===== src/rtl/rng_pkg.sv =====
// Shared definitions for the xorshift word source: FSM state encoding and
// the default shift triple used by both the top and the step function.
package rng_pkg;

  // Controller states: one priming step, free running, or discarding words
  typedef enum logic [1:0] {
    ST_PRIME = 2'd0,
    ST_RUN   = 2'd1,
    ST_SKIP  = 2'd2
  } rng_state_t;

  // Default full-period triple for a 16-bit xorshift generator
  localparam int DEF_WIDTH  = 16;
  localparam int DEF_SA     = 3;
  localparam int DEF_SB     = 11;
  localparam int DEF_SC     = 7;
  localparam int DEF_SKIP_W = 8;

endpackage


===== src/rtl/xorshift_step.sv =====
// Pure combinational xorshift step: y = f(x) using a left/right/left shift
// triple. The function is a bijection, so a nonzero input never maps to zero.
module xorshift_step
  import rng_pkg::*;
#(
  parameter int WIDTH = DEF_WIDTH,
  parameter int SA    = DEF_SA,
  parameter int SB    = DEF_SB,
  parameter int SC    = DEF_SC
) (
  input  logic [WIDTH-1:0] i_x,
  output logic [WIDTH-1:0] o_y
);

  logic [WIDTH-1:0] w_stageA;
  logic [WIDTH-1:0] w_stageB;

  // Three xor-shift stages, each truncated to the state width
  always_comb begin
    w_stageA = i_x ^ (i_x << SA);
    w_stageB = w_stageA ^ (w_stageA >> SB);
    o_y      = w_stageB ^ (w_stageB << SC);
  end

endmodule


===== src/rtl/xorshift_stream.sv =====
// Xorshift pseudo-random word source with a valid/ready output, runtime
// reseeding and skip-ahead. The state register doubles as the output word.
module xorshift_stream
  import rng_pkg::*;
#(
  parameter int               WIDTH        = DEF_WIDTH,
  parameter int               SA           = DEF_SA,
  parameter int               SB           = DEF_SB,
  parameter int               SC           = DEF_SC,
  parameter logic [WIDTH-1:0] DEFAULT_SEED = {{(WIDTH-1){1'b0}}, 1'b1},
  parameter int               SKIP_W       = DEF_SKIP_W
) (
  input  logic              clk,
  input  logic              rst,
  input  logic              seed_load,
  input  logic [WIDTH-1:0]  seed,
  input  logic              skip_valid,
  input  logic [SKIP_W-1:0] skip_cnt,
  output logic              skip_ready,
  output logic              out_valid,
  input  logic              out_ready,
  output logic [WIDTH-1:0]  out_data,
  output logic              busy,
  output logic [31:0]       count
);

  // A zero seed would lock the generator at zero forever, and the shift
  // network is only meaningful for the supported width range.
  if (DEFAULT_SEED == '0) begin : g_badSeed
    $error("xorshift_stream: DEFAULT_SEED must be nonzero");
  end
  if (WIDTH < 8 || WIDTH > 64) begin : g_badWidth
    $error("xorshift_stream: WIDTH must be within 8..64");
  end

  localparam logic [SKIP_W-1:0] REM_ONE = {{(SKIP_W-1){1'b0}}, 1'b1};

  rng_state_t        r_state;
  rng_state_t        w_stateNext;
  logic [WIDTH-1:0]  r_x;
  logic [WIDTH-1:0]  w_xNext;
  logic [WIDTH-1:0]  w_fx;
  logic              r_outValid;
  logic              w_outValidNext;
  logic [31:0]       r_count;
  logic [31:0]       w_countNext;
  logic [SKIP_W-1:0] r_rem;
  logic [SKIP_W-1:0] w_remNext;
  logic              w_handshake;

  xorshift_step #(
    .WIDTH (WIDTH),
    .SA    (SA),
    .SB    (SB),
    .SC    (SC)
  ) u_step (
    .i_x (r_x),
    .o_y (w_fx)
  );

  assign w_handshake = r_outValid & out_ready;
  assign out_valid   = r_outValid;
  assign out_data    = r_x;
  assign count       = r_count;
  assign skip_ready  = (r_state == ST_RUN);
  assign busy        = (r_state != ST_RUN);

  // State, generator word, valid flag, skip remainder and handshake counter
  always_ff @(posedge clk) begin
    if (rst) begin
      r_state    <= ST_PRIME;
      r_x        <= DEFAULT_SEED;
      r_outValid <= 1'b0;
      r_count    <= 32'd0;
      r_rem      <= '0;
    end else begin
      r_state    <= w_stateNext;
      r_x        <= w_xNext;
      r_outValid <= w_outValidNext;
      r_count    <= w_countNext;
      r_rem      <= w_remNext;
    end
  end

  // Next-state logic: reseed wins over everything, otherwise per-state stepping
  always_comb begin
    w_stateNext    = r_state;
    w_xNext        = r_x;
    w_outValidNext = r_outValid;
    w_countNext    = r_count;
    w_remNext      = r_rem;

    if (seed_load) begin
      w_xNext        = (seed == '0) ? DEFAULT_SEED : seed;
      w_outValidNext = 1'b0;
      w_countNext    = 32'd0;
      w_remNext      = '0;
      w_stateNext    = ST_PRIME;
    end else begin
      case (r_state)
        ST_PRIME: begin
          w_xNext        = w_fx;
          w_outValidNext = 1'b1;
          w_stateNext    = ST_RUN;
        end
        ST_RUN: begin
          if (w_handshake) begin
            w_xNext     = w_fx;
            w_countNext = r_count + 32'd1;
          end
          if (skip_valid && (skip_cnt != '0)) begin
            w_outValidNext = 1'b0;
            w_remNext      = skip_cnt;
            w_stateNext    = ST_SKIP;
          end
        end
        ST_SKIP: begin
          w_xNext   = w_fx;
          w_remNext = r_rem - REM_ONE;
          if (r_rem == REM_ONE) begin
            w_outValidNext = 1'b1;
            w_stateNext    = ST_RUN;
          end
        end
        default: begin
          w_stateNext = ST_PRIME;
        end
      endcase
    end
  end

endmodule


===== config.mk =====
export PLATFORM = sky130hd
export DESIGN_NAME = xorshift_stream
export DESIGN_NICKNAME = d
export VERILOG_FILES = /design/src/rtl/rng_pkg.sv /design/src/rtl/xorshift_step.sv /design/src/rtl/xorshift_stream.sv
export SDC_FILE = /design/constraint.sdc
export NUM_CORES = 1
export LEC_CHECK = 0
export BUFFER_PORTS_ARGS = -buffer_cell sky130_fd_sc_hd__buf_2
export CELL_PAD_IN_SITES_DETAIL_PLACEMENT = 2
export CELL_PAD_IN_SITES_GLOBAL_PLACEMENT = 2
export CORE_MARGIN = 2
export CORE_UTILIZATION = 34
export DETAILED_ROUTE_END_ITERATION = 10
export PLACE_DENSITY = 0.95
export SLEW_MARGIN = 20
export SYNTH_ARGS = -nofsm -noshare
export SYNTH_HDL_FRONTEND = slang
export SYNTH_SLANG_ARGS = --single-unit

===== constraint.sdc =====
create_clock -name clk -period 3.8 [get_ports clk]
set_input_delay 0.76 -clock clk [delete_from_list [all_inputs] [get_ports clk]]
set_output_delay 0.76 -clock clk [all_outputs]
set_load 0.01 [all_outputs]

==> results of run 1 <==
## final cells by class
cell class | count | area [um^2] | area share (%)
clock inverters | 3 | 40.0 | 1.03
multi-input cells | 278 | 1930 | 49.4
repair buffers | 80 | 403 | 10.3
clock buffers | 11 | 141 | 3.62
inverters | 13 | 48.8 | 1.25
well taps | 129 | 161 | 4.13
flip-flops and latches | 59 | 1180 | 30.2
## metal layers
metal / share of wire [%] / GRT usage, % / up-vias
met1: 44 / 26.0 / 1489
met3: 3.2 / 3.17 / 13
met5: 0 / 0 / -
met2: 52 / 36.8 / 67
li1: - / - / 1422
met4: 1.6 / 7.59 / 0
## worst max path at each step
stage	end	slack, ps
after floorplan	count[25]	1760
after global placement	count[25]	1350
after detailed placement	count[25]	1240
after CTS	count[25]	1310
after global routing	count[25]	1120
final	count[25]	1290
## report_power, final
part	total [W]	leakage, nW	switching, W	internal, W
clock	0.000571	0.0950	0.000259	0.000312
sequential	0.000749	0.480	0.0000862	0.000663
combinational	0.000545	1.08	0.000251	0.000293
total	0.00186	1.66	0.000596	0.00127
## cells by family (layout without fill, tap and decap cells)
group | Yosys count | count (layout) | synth area share [%]
flip-flops | 59 | 59 | 36.5
XOR/XNOR | 64 | 64 | 19.9
AND/OR/NAND/NOR | 147 | 147 | 25.0
AO/OA/AOI/OAI | 54 | 54 | 10.4
multiplexers | 10 | 10 | 3.09
buffers and inverters | 32 | 107 | 3.94
adder cells (fa/ha/maj) | 3 | 3 | 1.16
## sequential cells by signal (all words and copies together), names as in the netlist
signal,flops
count,32
out_valid,1
r_rem,8
out_data,16
r_state,2
## cell usage in the layout, fill, tap and decap left out, types with 2 or more instances in the layout
| cell type | n |
|---|---|
| a211oi_1 | 4 |
| a21boi_0 | 2 |
| a21oi_1 | 26 |
| a41o_1 | 2 |
| and2_1 | 2 |
| and3_1 | 4 |
| and4_1 | 4 |
| buf_2 | 79 |
| clkbuf_8 | 10 |
| clkinv_2 | 2 |
| dfxtp_1 | 59 |
| ha_1 | 3 |
| inv_1 | 13 |
| mux2i_1 | 10 |
| nand2_1 | 24 |
| nand3_1 | 18 |
| nand3b_1 | 2 |
| nand4_1 | 6 |
| nor2_1 | 49 |
| nor2b_1 | 4 |
| nor3_1 | 4 |
| nor4_1 | 10 |
| nor4_2 | 7 |
| o21a_1 | 6 |
| o21ai_0 | 4 |
| o21ai_1 | 2 |
| or3_1 | 3 |
| or4_1 | 2 |
| xnor2_1 | 31 |
| xnor3_1 | 6 |
| xor2_1 | 27 |
## tightest hold or removal path, delay by kind of cell, from the launching register on
family	cells	cell delay (ps)
flops	1	320
simple gates	1	70
compound gates	1	60
## per-stage QoR
step | cells | hold WS, ps | cell area (um^2)
after global placement | 559 | 453 | 3720
after floorplan | 369 | 444 | 3240
final | 573 | 487 | 3910
after detailed placement | 559 | 480 | 3720
after CTS | 573 | 489 | 3910
after global routing | 573 | 508 | 3910
==> results.yml, run 1 <==
synth:
  netlist_instances: 369
  netlist_area_um2: 3240
  yosysTopAreaCell: "dfxtp_1"
  synth_cell_types: 48
  yosys-top-cells-count: "dfxtp_1 (59), nor2_1 (49), xnor2_1 (31), xor2_1 (27), a21oi_1 (26)"
  syn-num-nets: 401
  synth_most_common_cell: "dfxtp_1"
  yosys_warnings: 0
  synth_ff_type: "dfxtp_1"
  synth_top_cell_area_share_pct: 36.5
  avgSynthCellArea_um2: 8.78
  synth-edff-count: 0
  synth_area_leaders: "dfxtp_1 (36%), xnor2_1 (8.4%), xor2_1 (7.3%)"
  ys_ff_latch: 59
  ys_seq_area_share_pct: 36.5
  synth_async_sr_flop_share_pct: 0
place:
  post-place-ws_ps: 1240
  io_buffers: 79
  dp_hpwl_um: 7420
  routabilityCongestion: 0.754
min_path:
  min_path_cells: 2
  hold_path_class: "reg -> reg"
  hold_path_startpoint: "r_rem[6]"
  hold_end: "r_rem[6]"
cts:
  root_buffer: "clkbuf_8"
  cts_hold_buf: 0
  clockBufferDepth: 2
  numCtsBuffers: 9
  ctsHtreeMaxLevel: 3
  cts_setup_buffers: 0
  cts_tree: "built"
  clkLatencyLatePin_ps: 350
  cts-resized-gates: 0
  path_clk_slew_ps: 70
  clock_sinks: 59
power_and_ir_drop:
  totalPowerFinal_w: 0.00186
  ir_drop_mv: 0.241
  power_density_nw_per_um2: 477
  p_leak_nw: 1.66
drt:
  routed_wl_um: 10400
  final_antenna_net_count: 0
  dr.pass1.iters: 7
  viasPerCell: 5.22
  drt_iter0_drc: 81
  num_vias: 2991
  drt-wirelength-per-cell_um: 18.2
  post-route-drc-count: 0
critical_path:
  crit_fanout: 19
  crit_buf_inv: 0
  crit_type: "reg -> reg"
  r2r-end: "count[25]"
  start_kind: "flop"
  r2r_cells: 5
  slowest_stage: "dfxtp_1"
  crit_top_cell: "nand2_1"
  endpoint_kind: "flop"
  crit_chain: "nand4b_1, nor4_2, nand2_1, or4_1, nand2_1"
  r2r_slack_ps: 1290
  worstPathArrival_ps: 2790
  crit_family: "simple AND/OR/NAND/NOR gates"
  startpoint: "r_state[0]"
  cp.required_ps: 4090
  cp.depth: 5
  max_stage_delay_ps: 730
  timing.rr.start: "r_state[0]"
grt:
  antenna_found_initial: 0
  gr-total-overflow: 0
  grt_pass1_wl_um: 16900
  grt_max_degree: 41
  grt_use_total_pct: 21.0
  grt_pass1_vias: 3238
outcome:
  outcome: "completed"
timing:
  relSlewSlack_pct: 47.2
  setup_ws_ps: 1290
  setup_viol: 0
  clock_skew_ps: 10.7
  final.setup.tns_ps: 0
  rsz0062_at_grt: "false"
  final_max_slew_viol_count: 0
  fin_crit_sh_pct: 66.0
  max_freq_mhz: 399
  period_minus_slack_ps: 2510
  hold_viol_final: 0
  tightest_slew_ps: 792
floorplan:
  core-area_um2: 9240
  die_y_um: 102
  rows: 35
  dieArea_um2: 10300
  io_pins: 80
  start_util_pct: 35.0
  dieWidth_um: 102
final_layout:
  drive_gt1_share_pct: 23.4
  diodes: 0
  final.fill_count: 1058
  fin_util_pct: 42.3
  finalNetCount: 473
  syn2layout_area_growth_pct: 20.6
job:
  drv_cap: 0
No activity file was read; power rests on OpenSTA's default activity.
==> run 2: changes to the inputs <==
Settings changed: ABC_AREA set to 1, CORE_UTILIZATION 34 to 28, PLACE_DENSITY 0.95 to 0.9.
Clock period 3.8 ns to 2.35 ns, I/O delays scaled along.
==> results.yml, run 2 <==
synth:
  avgSynthCellArea_um2: 6.09
  synth-edff-count: 0
  syn-num-nets: 624
  yosys_warnings: 0
  yosys-top-cells-count: "nand2_1 (159), nor2_1 (98), inv_1 (77), dfxtp_1 (59), nand3_1 (47)"
  synth_most_common_cell: "nand2_1"
  synth_area_leaders: "dfxtp_1 (33%), nand2_1 (17%), nor2_1 (10%)"
  synth_top_cell_area_share_pct: 32.7
  ys_seq_area_share_pct: 32.7
  synth_cell_types: 33
  netlist_instances: 592
  ys_ff_latch: 59
  netlist_area_um2: 3610
  synth_async_sr_flop_share_pct: 0
  yosysTopAreaCell: "dfxtp_1"
  synth_ff_type: "dfxtp_1"
timing:
  relSlewSlack_pct: 58.1
  tightest_slew_ps: 628
  hold_viol_final: 0
  clock_skew_ps: 4.55
  rsz0062_at_grt: "false"
  setup_viol: 0
  final_max_slew_viol_count: 0
  fin_crit_sh_pct: 84.5
  max_freq_mhz: 503
  period_minus_slack_ps: 1990
  final.setup.tns_ps: 0
critical_path:
  crit_fanout: 5
  cp.required_ps: 2550
  endpoint_kind: "flop"
  crit_buf_inv: 1
  worstPathArrival_ps: 2190
  slowest_stage: "dfxtp_1"
  start_kind: "flop"
  crit_type: "reg -> reg"
  max_stage_delay_ps: 430
  crit_chain: "ha_1, inv_1, nor2_1, nand2_1, nor2_2, nand2_2, nor2_4, nand3_1, nand2_1, nor2_1"
  crit_family: "simple AND/OR/NAND/NOR gates"
final_layout:
  fin_area_um2: 4540
  layout_commonest_cell: "nand2_1"
  final.fill_count: 1607
  finalNetCount: 707
  diodes: 0
  largest_reg_flops: 32
  drive_gt1_share_pct: 17.1
  syn2layout_area_growth_pct: 25.7
  final_cell_mix: "nand2_1 (159), nor2_1 (98), buf_2 (79)"
cts:
  numCtsBuffers: 9
  path_clk_slew_ps: 60
  cts_tree: "built"
  cts_hold_buf: 0
  cts_setup_buffers: 0
  cts-resized-gates: 0
  clock_sinks: 59
  ctsHtreeMaxLevel: 3
  clkLatencyLatePin_ps: 340
  root_buffer: "clkbuf_16"
  clockBufferDepth: 2
drt:
  drt_iter0_drc: 144
  final_antenna_net_count: 0
  drt-wirelength-per-cell_um: 17.5
  viasPerCell: 4.97
  post-route-drc-count: 0
  num_vias: 4231
  dr.pass1.iters: 4
  routed_wl_um: 14900
place:
  dp_hpwl_um: 11000
  io_buffers: 79
  placed_area_um2: 4190
  routabilityCongestion: 0.853
floorplan:
  rows: 41
  dieArea_um2: 13800
  io_pins: 80
  start_util_pct: 28.6
  core-area_um2: 12600
  dieWidth_um: 118
  die_y_um: 118
power_and_ir_drop:
  internal-power_w: 0.00229
  swShare_pct: 27.8
  p_leak_nw: 1.96
  power_density_nw_per_um2: 699
  clockPowerShare_pct: 49.4
  p_comb_share_pct: 15.6
  p_seq_share_pct: 35.0
  power.switching_w: 0.000882
  ir_drop_mv: 0.305
job:
  drv_cap: 0
grt:
  gr-total-overflow: 0
  grt_use_total_pct: 22.3
  grt_pass1_wl_um: 24700
  grt_max_degree: 26
  grt_pass1_vias: 4804
  antenna_found_initial: 0
min_path:
  hold_path_class: "in -> reg"
outcome:
  outcome: "completed"
==> run 2: logic make-up after synthesis <==
family | after synthesis | synth area share, %
AND/OR/NAND/NOR | 339 | 39.9
buffers and inverters | 91 | 9.85
flip-flops | 59 | 32.7
XOR/XNOR | 17 | 4.13
AO/OA/AOI/OAI | 83 | 12.3
adder cells (fa/ha/maj) | 3 | 1.04
==> run 2: power groups by stage <==
| stage | clock network [W] | registers, W | logic [W] |
|---|---|---|---|
| after global routing | 0.00163 | 0.00112 | 0.000566 |
| after floorplan | 0 | 0.00113 | 0.000308 |
| after global placement | 0 | 0.00113 | 0.000458 |
| after detailed placement | 0 | 0.00113 | 0.000495 |
| after CTS | 0.00160 | 0.00111 | 0.000501 |
| final | 0.00157 | 0.00111 | 0.000496 |
==> run 2: area by class of cell <==
class                   count  area [um^2]  share of cell area, %
clock buffers              11          243                   5.35
multi-input cells         442         2070                   45.7
clock inverters             5          100                   2.21
flip-flops and latches     59         1180                   26.0
well taps                 172          215                   4.74
repair buffers             83          425                   9.38
inverters                  80          300                   6.62
==> run 2: worst paths after layout <==
kind,from,cells past startpoint,slack (ps),endpoint
hold reg to reg,r_rem[7],2,500,r_rem[7]
setup / recovery,count[1],10,360,count[30]
hold / removal,seed[14],3,420,out_data[14]
setup reg to reg,count[1],10,360,count[30]
==> run 2: tightest hold or removal path: cells and delay by family <==
family	cells	cell delay [ps]
buffers and inverters	1	110
AOI/OAI and AO/OA	1	70
and+or+nand+nor	1	60
==> run 2: layer usage <==
layer | vias to the layer above | share of wire, % | GRT usage [%]
met5 | - | 0 | 0
li1 | 2045 | - | -
met1 | 2090 | 44 | 26.6
met3 | 21 | 3.1 | 4.55
met2 | 75 | 51 | 40.4
met4 | 0 | 1.7 | 6.17
==> run 2: stage by stage <==
step,instances,util (%),setup WS (ps),total power (W),hold slack (ps)
after floorplan,592,-,845,0.00144,454
after global placement,836,33.2,488,0.00158,471
after detailed placement,836,33.2,414,0.00163,489
after CTS,852,35.9,361,0.00321,409
after global routing,852,35.9,224,0.00331,424
final,852,35.9,363,0.00317,418
